--- src/rtl/dadd_fifo_adder_if.sv ---
// Valid/ready bus for the dadd block: {addr, data} words go in, and results with an overflow flag come out.
// The master drives words in and accepts results; the slave is the adder.
interface dadd_if #(
  parameter int DATA_W = 32,
  parameter int ADDR_W = 32
);
  logic              dadd_in_en;
  logic [ADDR_W-1:0] dadd_in_addr;
  logic [DATA_W-1:0] dadd_in;
  logic              dadd_in_rdy;
  logic              dadd_out_en;
  logic [ADDR_W-1:0] dadd_out_addr;
  logic [DATA_W-1:0] dadd_out;
  logic              dadd_out_ovf;
  logic              dadd_out_rdy;

  modport master (
    output dadd_in_en, dadd_in_addr, dadd_in, dadd_out_rdy,
    input  dadd_in_rdy, dadd_out_en, dadd_out_addr, dadd_out, dadd_out_ovf
  );

  modport slave (
    input  dadd_in_en, dadd_in_addr, dadd_in, dadd_out_rdy,
    output dadd_in_rdy, dadd_out_en, dadd_out_addr, dadd_out, dadd_out_ovf
  );
endinterface

--- src/rtl/dadd_fifo_adder.sv ---
// Adds ADD_VAL to each incoming {addr, data} word, with wrap or saturate on overflow.
// Results are queued in a first-word-fall-through FIFO, and the block counts pops and overflows.
module dadd_fifo_adder #(
  parameter int                DATA_W  = 32,
  parameter int                ADDR_W  = 32,
  parameter logic [DATA_W-1:0] ADD_VAL = DATA_W'(1),
  parameter int                DEPTH   = 4,
  parameter bit                SAT_EN  = 1'b0,
  parameter int                CNT_W   = 16,
  localparam int               PTR_W   = $clog2(DEPTH),
  localparam int               FILL_W  = PTR_W + 1
) (
  input  logic              i_clk,
  input  logic              i_reset,
  dadd_if.slave             bus,
  output logic [FILL_W-1:0] o_fill_cnt,
  output logic [CNT_W-1:0]  o_pkt_cnt,
  output logic [CNT_W-1:0]  o_ovf_cnt
);
  localparam int ENTRY_W = ADDR_W + DATA_W + 1;

  logic [DATA_W:0]    w_sum;
  logic               w_ovf;
  logic [DATA_W-1:0]  w_data;
  logic               w_in_rdy;
  logic               w_out_en;
  logic               w_push;
  logic               w_pop;
  logic [ENTRY_W-1:0] w_head;

  logic [ENTRY_W-1:0] r_mem [DEPTH];
  logic [ENTRY_W-1:0] r_last;
  logic [PTR_W-1:0]   r_wr_ptr;
  logic [PTR_W-1:0]   r_rd_ptr;
  logic [FILL_W-1:0]  r_fill;
  logic               r_rst_blk;
  logic [CNT_W-1:0]   r_pkt_cnt;
  logic [CNT_W-1:0]   r_ovf_cnt;

  assign w_sum  = {1'b0, bus.dadd_in} + {1'b0, ADD_VAL};
  assign w_ovf  = w_sum[DATA_W];
  assign w_data = (SAT_EN && w_ovf) ? '1 : w_sum[DATA_W-1:0];

  // r_rst_blk keeps in_rdy low for the first cycle after reset so that every output reads as zero.
  assign w_in_rdy = !i_reset && !r_rst_blk && (r_fill < FILL_W'(DEPTH));
  assign w_out_en = (r_fill != '0);
  assign w_push   = bus.dadd_in_en && w_in_rdy;
  assign w_pop    = w_out_en && bus.dadd_out_rdy;

  // When empty, present the last popped entry, not stale RAM contents.
  assign w_head = w_out_en ? r_mem[r_rd_ptr] : r_last;

  always_ff @(posedge i_clk) begin
    if (w_push) r_mem[r_wr_ptr] <= {bus.dadd_in_addr, w_data, w_ovf};
  end

  always_ff @(posedge i_clk) begin
    if (i_reset) begin
      r_wr_ptr  <= '0;
      r_rd_ptr  <= '0;
      r_fill    <= '0;
      r_last    <= '0;
      r_rst_blk <= 1'b1;
      r_pkt_cnt <= '0;
      r_ovf_cnt <= '0;
    end else begin
      r_rst_blk <= 1'b0;
      if (w_push) r_wr_ptr <= r_wr_ptr + PTR_W'(1);
      if (w_pop) begin
        r_rd_ptr  <= r_rd_ptr + PTR_W'(1);
        r_last    <= r_mem[r_rd_ptr];
        r_pkt_cnt <= r_pkt_cnt + CNT_W'(1);
      end
      if (w_push && !w_pop)      r_fill <= r_fill + FILL_W'(1);
      else if (!w_push && w_pop) r_fill <= r_fill - FILL_W'(1);
      if (w_push && w_ovf && (r_ovf_cnt != '1)) r_ovf_cnt <= r_ovf_cnt + CNT_W'(1);
    end
  end

  assign bus.dadd_in_rdy = w_in_rdy;
  assign bus.dadd_out_en = w_out_en;
  assign {bus.dadd_out_addr, bus.dadd_out, bus.dadd_out_ovf} = w_head;
  assign o_fill_cnt = r_fill;
  assign o_pkt_cnt  = r_pkt_cnt;
  assign o_ovf_cnt  = r_ovf_cnt;
endmodule

--- src/flat_wrapper.sv ---
// flat-port wrapper written by rule: the top's interface ports become plain ports
module dadd_fifo_adder_flat 
#(
  parameter int                DATA_W  = 32,
  parameter int                ADDR_W  = 32,
  parameter logic [DATA_W-1:0] ADD_VAL = DATA_W'(1),
  parameter int                DEPTH   = 4,
  parameter bit                SAT_EN  = 1'b0,
  parameter int                CNT_W   = 16,
  localparam int               PTR_W   = $clog2(DEPTH),
  localparam int               FILL_W  = PTR_W + 1
)
  (i_clk, i_reset, o_fill_cnt, o_pkt_cnt, o_ovf_cnt, bus_dadd_in_en, bus_dadd_in_addr, bus_dadd_in, bus_dadd_out_rdy, bus_dadd_in_rdy, bus_dadd_out_en, bus_dadd_out_addr, bus_dadd_out, bus_dadd_out_ovf);
  dadd_if #(.DATA_W(DATA_W), .ADDR_W(ADDR_W)) bus_i ();
  input  logic i_clk;
  input  logic i_reset;
  output logic [FILL_W-1:0] o_fill_cnt;
  output logic [CNT_W-1:0] o_pkt_cnt;
  output logic [CNT_W-1:0] o_ovf_cnt;
  input wire logic [$bits(bus_i.dadd_in_en)-1:0] bus_dadd_in_en;
  input wire logic [$bits(bus_i.dadd_in_addr)-1:0] bus_dadd_in_addr;
  input wire logic [$bits(bus_i.dadd_in)-1:0] bus_dadd_in;
  input wire logic [$bits(bus_i.dadd_out_rdy)-1:0] bus_dadd_out_rdy;
  output wire logic [$bits(bus_i.dadd_in_rdy)-1:0] bus_dadd_in_rdy;
  output wire logic [$bits(bus_i.dadd_out_en)-1:0] bus_dadd_out_en;
  output wire logic [$bits(bus_i.dadd_out_addr)-1:0] bus_dadd_out_addr;
  output wire logic [$bits(bus_i.dadd_out)-1:0] bus_dadd_out;
  output wire logic [$bits(bus_i.dadd_out_ovf)-1:0] bus_dadd_out_ovf;
  assign bus_i.dadd_in_en = bus_dadd_in_en;
  assign bus_i.dadd_in_addr = bus_dadd_in_addr;
  assign bus_i.dadd_in = bus_dadd_in;
  assign bus_i.dadd_out_rdy = bus_dadd_out_rdy;
  assign bus_dadd_in_rdy = bus_i.dadd_in_rdy;
  assign bus_dadd_out_en = bus_i.dadd_out_en;
  assign bus_dadd_out_addr = bus_i.dadd_out_addr;
  assign bus_dadd_out = bus_i.dadd_out;
  assign bus_dadd_out_ovf = bus_i.dadd_out_ovf;
  dadd_fifo_adder #(.DATA_W(DATA_W), .ADDR_W(ADDR_W), .ADD_VAL(ADD_VAL), .DEPTH(DEPTH), .SAT_EN(SAT_EN), .CNT_W(CNT_W)) u_core (.i_clk(i_clk), .i_reset(i_reset), .bus(bus_i), .o_fill_cnt(o_fill_cnt), .o_pkt_cnt(o_pkt_cnt), .o_ovf_cnt(o_ovf_cnt));
endmodule
--- config.mk ---
export PLATFORM = sky130hd
export DESIGN_NAME = dadd_fifo_adder_flat
export DESIGN_NICKNAME = d
export VERILOG_FILES = /design/src/rtl/dadd_fifo_adder_if.sv /design/src/rtl/dadd_fifo_adder.sv /design/src/flat_wrapper.sv
export SDC_FILE = /design/constraint.sdc
export NUM_CORES = 1
export LEC_CHECK = 0
export ABC_AREA = 1
export CAP_MARGIN = 40
export CORE_MARGIN = 2
export CORE_UTILIZATION = 40
export CTS_CLUSTER_DIAMETER = 60
export DETAILED_ROUTE_END_ITERATION = 12
export GPL_TIMING_DRIVEN = 0
export MAX_ROUTING_LAYER = met4
export SLEW_MARGIN = 20
export SYNTH_ARGS = -nofsm -noshare
export SYNTH_HDL_FRONTEND = slang
export SYNTH_SLANG_ARGS = --single-unit
--- constraint.sdc ---
create_clock -name i_clk -period 8.2 [get_ports i_clk]
set_input_delay 2.05 -clock i_clk [delete_from_list [all_inputs] [get_ports i_clk]]
set_output_delay 2.05 -clock i_clk [all_outputs]
set_load 0.02 [all_outputs]
# Yosys cells after proc, flatten, opt, wreduce, memory -nomap -nowiden
# Memory sizes are Yosys's and may differ from the RTL's. A register that Yosys moved wholly into a read port is not among the register bits.
# Cells that the tools add are included.
word_totals:
  ram_bits: 260
  romBits: 0
  wordCells: 39
  in_bits: 68
  mem_count: 1
  output_inout_bits: 102
  reg_bits: 105
  latchBits: 0
mem_list:
  columns: ["memory", "depth", "width", "read_ports", "rd_clocked_by_memory_dff", "write_ports", "line_no", "text"]
  rows:
  - ["u_core.r_mem", 4, 65, 1, 1, 1, "dadd_fifo_adder.sv:31", "logic [ENTRY_W-1:0] r_mem [DEPTH];"]
op_classes:
  bitwise: 0
  n_eq_ne: 1
  n_lt_le_gt_ge: 1
  div: 0
  n_reduce_logical: 14
  n_addsub: 7
  n_mul: 0
  shifts: 0
  n_mux: 8
ops:
  columns: ["op", "count"]
  rows:
  - ["65-bit two-way mux", 1]
  - ["32-bit by 1-bit adder with 33-bit output, second input constant", 1]
  - ["16-bit by 1-bit adder with 16-bit output, second input constant", 2]
  - ["16-bit inequality test, second input constant", 1]
  - ["1-bit logical AND", 8]
  - ["3-bit two-way mux", 2]
  - ["2-bit by 1-bit adder with 2-bit output, second input constant", 2]
  - ["1-bit logical NOT", 4]
  - ["2-bit two-way mux", 2]
  - ["3-bit by 1-bit adder with 3-bit output, second input constant", 1]
  - ["3-bit less-than comparator, second input constant", 1]
  - ["1-bit two-way mux", 3]
  - ["3-bit nonzero test", 1]
  - ["3-bit by 1-bit subtractor with 3-bit output, second input constant", 1]
  - ["2-bit nonzero test", 1]

# Depth between registers and ports, before layout
# Gate-level depths: netlist of the first run.
depth:
  word_depth: 8
  ltp_mapped: 13
  mapped_depth_nobuf: 12

# Worst setup path after synthesis of the first run
# OpenSTA, ideal clock, no wires.
synth_path:
  path_kind: "input port to flip-flop"
  from: "in i_reset"
  to: "mem u_core.r_mem[0][0] (netlist bit), enable pin"
  required_time_ps: 7711
  arrival_time_ps: 5490
  stages: 6
  setup_ps: 489
  path_slack_ps: 2221
  n_path_buf: 1
  cell_sequence: "buf_2 > inv_2 > nand3_1 > inv_1 > nand2_2 > nor2_1"
synth_via:
  elab_chain_len: 6
synth_lines:
  columns: ["item", "line_no", "text"]
  rows:
  - ["start, declared", "flat_wrapper.sv:16", "input logic i_reset;"]
  - ["1-bit logical NOT", "dadd_fifo_adder.sv:45", "assign w_in_rdy = !i_reset && !r_rst_blk && (r_fill < FILL_W'(DEPTH));"]
  - ["1-bit logical AND (2 in a row)", "dadd_fifo_adder.sv:45", null]
  - ["named net bus_dadd_in_rdy", "flat_wrapper.sv:24", "output wire logic [$bits(bus_i.dadd_in_rdy)-1:0] bus_dadd_in_rdy;"]
  - ["1-bit logical AND", "dadd_fifo_adder.sv:47", "assign w_push = bus.dadd_in_en && w_in_rdy;"]
  - ["1-bit two-way mux", "dadd_fifo_adder.sv:54", "if (w_push) r_mem[r_wr_ptr] <= {bus.dadd_in_addr, w_data, w_ovf};"]
  - ["1-bit two-way mux (implied by the code)", "dadd_fifo_adder.sv:54", null]
  - ["end, declared", "dadd_fifo_adder.sv:31", null]
# The timed path passes the listed nets, and every way through them passes these cells.

# Worst setup path after layout of the first run
layout_path:
  from: "in i_reset"
  to: "out bus_dadd_in_rdy"
layout_via:
  elab_chain_len: 3
layout_lines:
  columns: ["item", "line_no"]
  rows:
  - ["1-bit logical NOT", "dadd_fifo_adder.sv:45"]
  - ["1-bit logical AND (2 in a row)", "dadd_fifo_adder.sv:45"]
  - ["end, declared", "flat_wrapper.sv:24"]
# No other way between the ends.

==> out/qor.yml, run 1 <==
cts_max_level: 2
startpoint_type: "primary input"
hold_class: "register to register"
cp_common_cell: "clkdlybuf4s50_1"
antenna_left: 0
ys_types: 33
vdd_ir_drop_max_mv: 0.158
powerDensity_nw_per_um2: 345
cap_violations: 0
die_y_um: 200
ctsHoldBuffers: 0
postPlaceCellArea_um2: 18000
ios: 170
synth_fp_nets: 1523
crit_fanout: 9
r2r_cells: 8
dpl.hpwl_mm: 28.5
die_x_um: 200
fmax_mhz: 174
finalHoldViolCount: 0
synth_commonest_cells: "nand2_1, edfxtp_1, a21oi_1, nor2_1, dfxtp_1"
finalCritPeriodShare_pct: 70.2
area_growth_pct: 26.2
postSynthCellCount: 1446
final_design_area_no_fill_um2: 19300
cts.sinks: 367
cts_tree: "done"
num_vias: 11600
relSlewSlack_pct: 52.3
synth_edf_count: 260
multi_input_area_um2: 4790
synth_top_cell_by_area: "edfxtp_1"
finalNetCount: 1746
fin_ws_ns: 2.44
synthesis.area_um2: 15300
async_flop_share_pct: 0
root_buffer: "clkbuf_16"
hold_start: "u_core.r_rd_ptr[1]"
core-area_um2: 37700
clk_latency_ns: 0.54
critPathSlowestCell: "clkdlybuf4s50_1"
drv_slew: 0
crit_family: "buffers and inverters"
start_util_pct: 40.6
grt_pass1_wl_mm: 64.2
gp_congestion: 0.892
die_area_um2: 39800
portBuffers: 169
cts_resized: 0
numCtsBuffers: 39
firstDrtPassIters: 5
setup_viol: 0
grt_overflow: 0
ys_seq_area_share_pct: 65.0
tightestPinTransition_ns: 0.713
wl_mm: 42.0
antenna_found_initial: 1
synth_top_area_share_pct: 51.0
clock_skew_ns: 0.0184
hold_end: "u_core.r_rd_ptr[1]"
rows: 71
drc: 0
power_leakage_uw: 0.00697
wire_per_inst_um: 19.0
grt_pass1_vias: 11500
finalCriticalPeriod_ns: 5.76
end_kind: "output pin"
rsz0062_at_grt: "no"
nFillCells: 3424
ys.flop_type: "edfxtp_1"
cp.required_ns: 6.15
drive_gt1_share_pct: 6.83
crit_type: "primary input to output pin"
rr_startpoint: "u_core.o_fill_cnt[2]"
crit_chain: "clkdlybuf4s50_1 > buf_2 > inv_2 > nand3_1 > inv_1 > clkdlybuf4s50_1"
grt_max_degree: 23
place_ws_ns: 2.44
ys_top_cells_by_area: "edfxtp_1, dfxtp_1, a21oi_1, nand2_1, a32o_1"
vias_per_cell: 5.24
ys_seq_elements: 367
drt_iter0_drc: 704
outcome: "complete, no violations"
cpPeakStageDelay_ns: 0.61
post_cts_buffers: 0
clk_pin_slew_ns: 0.06
avgSynthCellArea_um2: 10.6
reg2reg_to: "u_core.r_mem[2][13]"
track_usage_pct: 21.8
ys_warn_count: 0
rrSetupSlack_ns: 5.84
yosysMostFrequentCell: "nand2_1"
cp.arrival_ns: 3.71
regArea_um2: 9950
whs_path_depth: 2
crit_buf_inv: 5
clockBufferDepth: 3
-- how the worst max path moves through the flow --
| stage | depth (start not counted) | from | slack [ns] | endpoint |
|---|---|---|---|---|
| floorplan | 6 | i_reset | 2.22 | u_core.r_mem[0][0] |
| global placement | 7 | i_reset | -1.01 | u_core.r_mem[2][13] |
| detailed placement | 6 | i_reset | 2.44 | bus_dadd_in_rdy |
| CTS | 6 | i_reset | 2.43 | bus_dadd_in_rdy |
| global route | 6 | i_reset | 2.36 | bus_dadd_in_rdy |
| finish | 6 | i_reset | 2.44 | bus_dadd_in_rdy |
-- per-stage QoR --
stage	hold slack, ns	instances	util (%)	TNS [ns]	power, uW
2_1_floorplan	0.436	1446	-	0	3680
3_3_place_gp	0.448	2126	46.8	-215.33	4900
3_5_place_dp	0.458	2139	47.8	0	4930
4_1_cts	0.469	2210	51.2	0	6710
5_1_grt	0.512	2211	51.2	0	6990
6_report	0.467	2211	51.2	0	6660
-- flip-flops by register name, indices dropped and copies added (netlist names), named ones only --
name	flops
u_core.r_last	65
u_core.o_fill_cnt	3
u_core.o_ovf_cnt	16
u_core.o_pkt_cnt	16
u_core.r_wr_ptr	2
u_core.r_rst_blk	1
u_core.r_rd_ptr	2
u_core.r_mem	260
-- tightest hold or removal path, cell delays in order (launching register included) --
cell and delay [ns]:
dfxtp_1 0.30, inv_1 0.05, a21oi_1 0.07
-- final cells by class --
type,count,share of cell area [%]
Sequential cell,367,51.6
Clock buffer,54,5.72
Clock inverter,17,0.985
Multi-Input combinational cell,934,24.8
Buffer,86,1.89
Antenna cell,1,0.0130
Timing Repair Buffer,182,10.5
Tap cell,511,3.31
Inverter,59,1.15
-- metal layers --
metal	wire, um	global-route usage (%)	up-vias
met5	0	-	-
met4	845	5.62	0
met3	2420	2.65	50
met2	20000	35.4	374
met1	18800	29.0	5613
li1	-	-	5556
-- cells in the final DEF, fill, tap and decap left out, types with 4 or more instances in the layout --
cell type        synthesis  layout
o21ai_0                 78      78
a21oi_1                222     222
xnor2_1                 12      12
dfxtp_1                107     107
inv_1                   58      58
bufinv_16                0       4
clkbuf_1                56      66
nand2_1                290     290
buf_1                    9       9
nand4_1                  8       8
nand3_1                 39      39
edfxtp_1               260     260
nor2_2                   5       5
clkdlybuf4s50_1          0     169
nor2_4                   4       8
nor2_1                 150     146
ha_1                     8       8
clkinv_2                 0       7
buf_16                   0      11
a32o_1                  65      65
nor3_1                  13      13
xor2_1                  23      23
nand2_2                  5       5
buf_2                   18      18
clkbuf_16                0      41
-- cells by family after synthesis --
| group | count (synthesis) | synth area share, % |
|---|---|---|
| DFF | 367 | 65.0 |
| buffers and inverters | 145 | 3.83 |
| AOI/OAI and AO/OA | 367 | 14.2 |
| xor gates and xnor gates | 35 | 2.00 |
| and+or+nand+nor | 523 | 14.2 |
| adders and majority gates | 9 | 0.785 |
-- report_power, final --
group | internal [uW] | total (uW) | switching (uW) | leakage (uW)
clock network | 1070 | 1780 | 710 | 0.000632
registers | 2140 | 2210 | 72.7 | 0.00323
logic | 1010 | 2670 | 1660 | 0.00311
(Power assumes the default switching activity.)
==> run 2: changes to the inputs <==
- clock period: 8.2 -> 5.1 ns (I/O delays scaled with it)
==> results of run 2 <==
The final DEF is identical to that of run 1. Status: complete, no violations.
Main changes from that run: setup slack after placement 2.44 ns -> 0.887 ns; setup slack after layout 2.44 ns -> 0.558 ns; start point of the critical path i_reset -> u_core.o_fill_cnt[0]; end point of the critical path bus_dadd_in_rdy -> bus_dadd_out_addr[27]; register-to-register setup slack 5.84 ns -> 2.74 ns; total power 6660 uW -> 10700 uW; worst IR drop on VDD 0.158 mV -> 0.254 mV
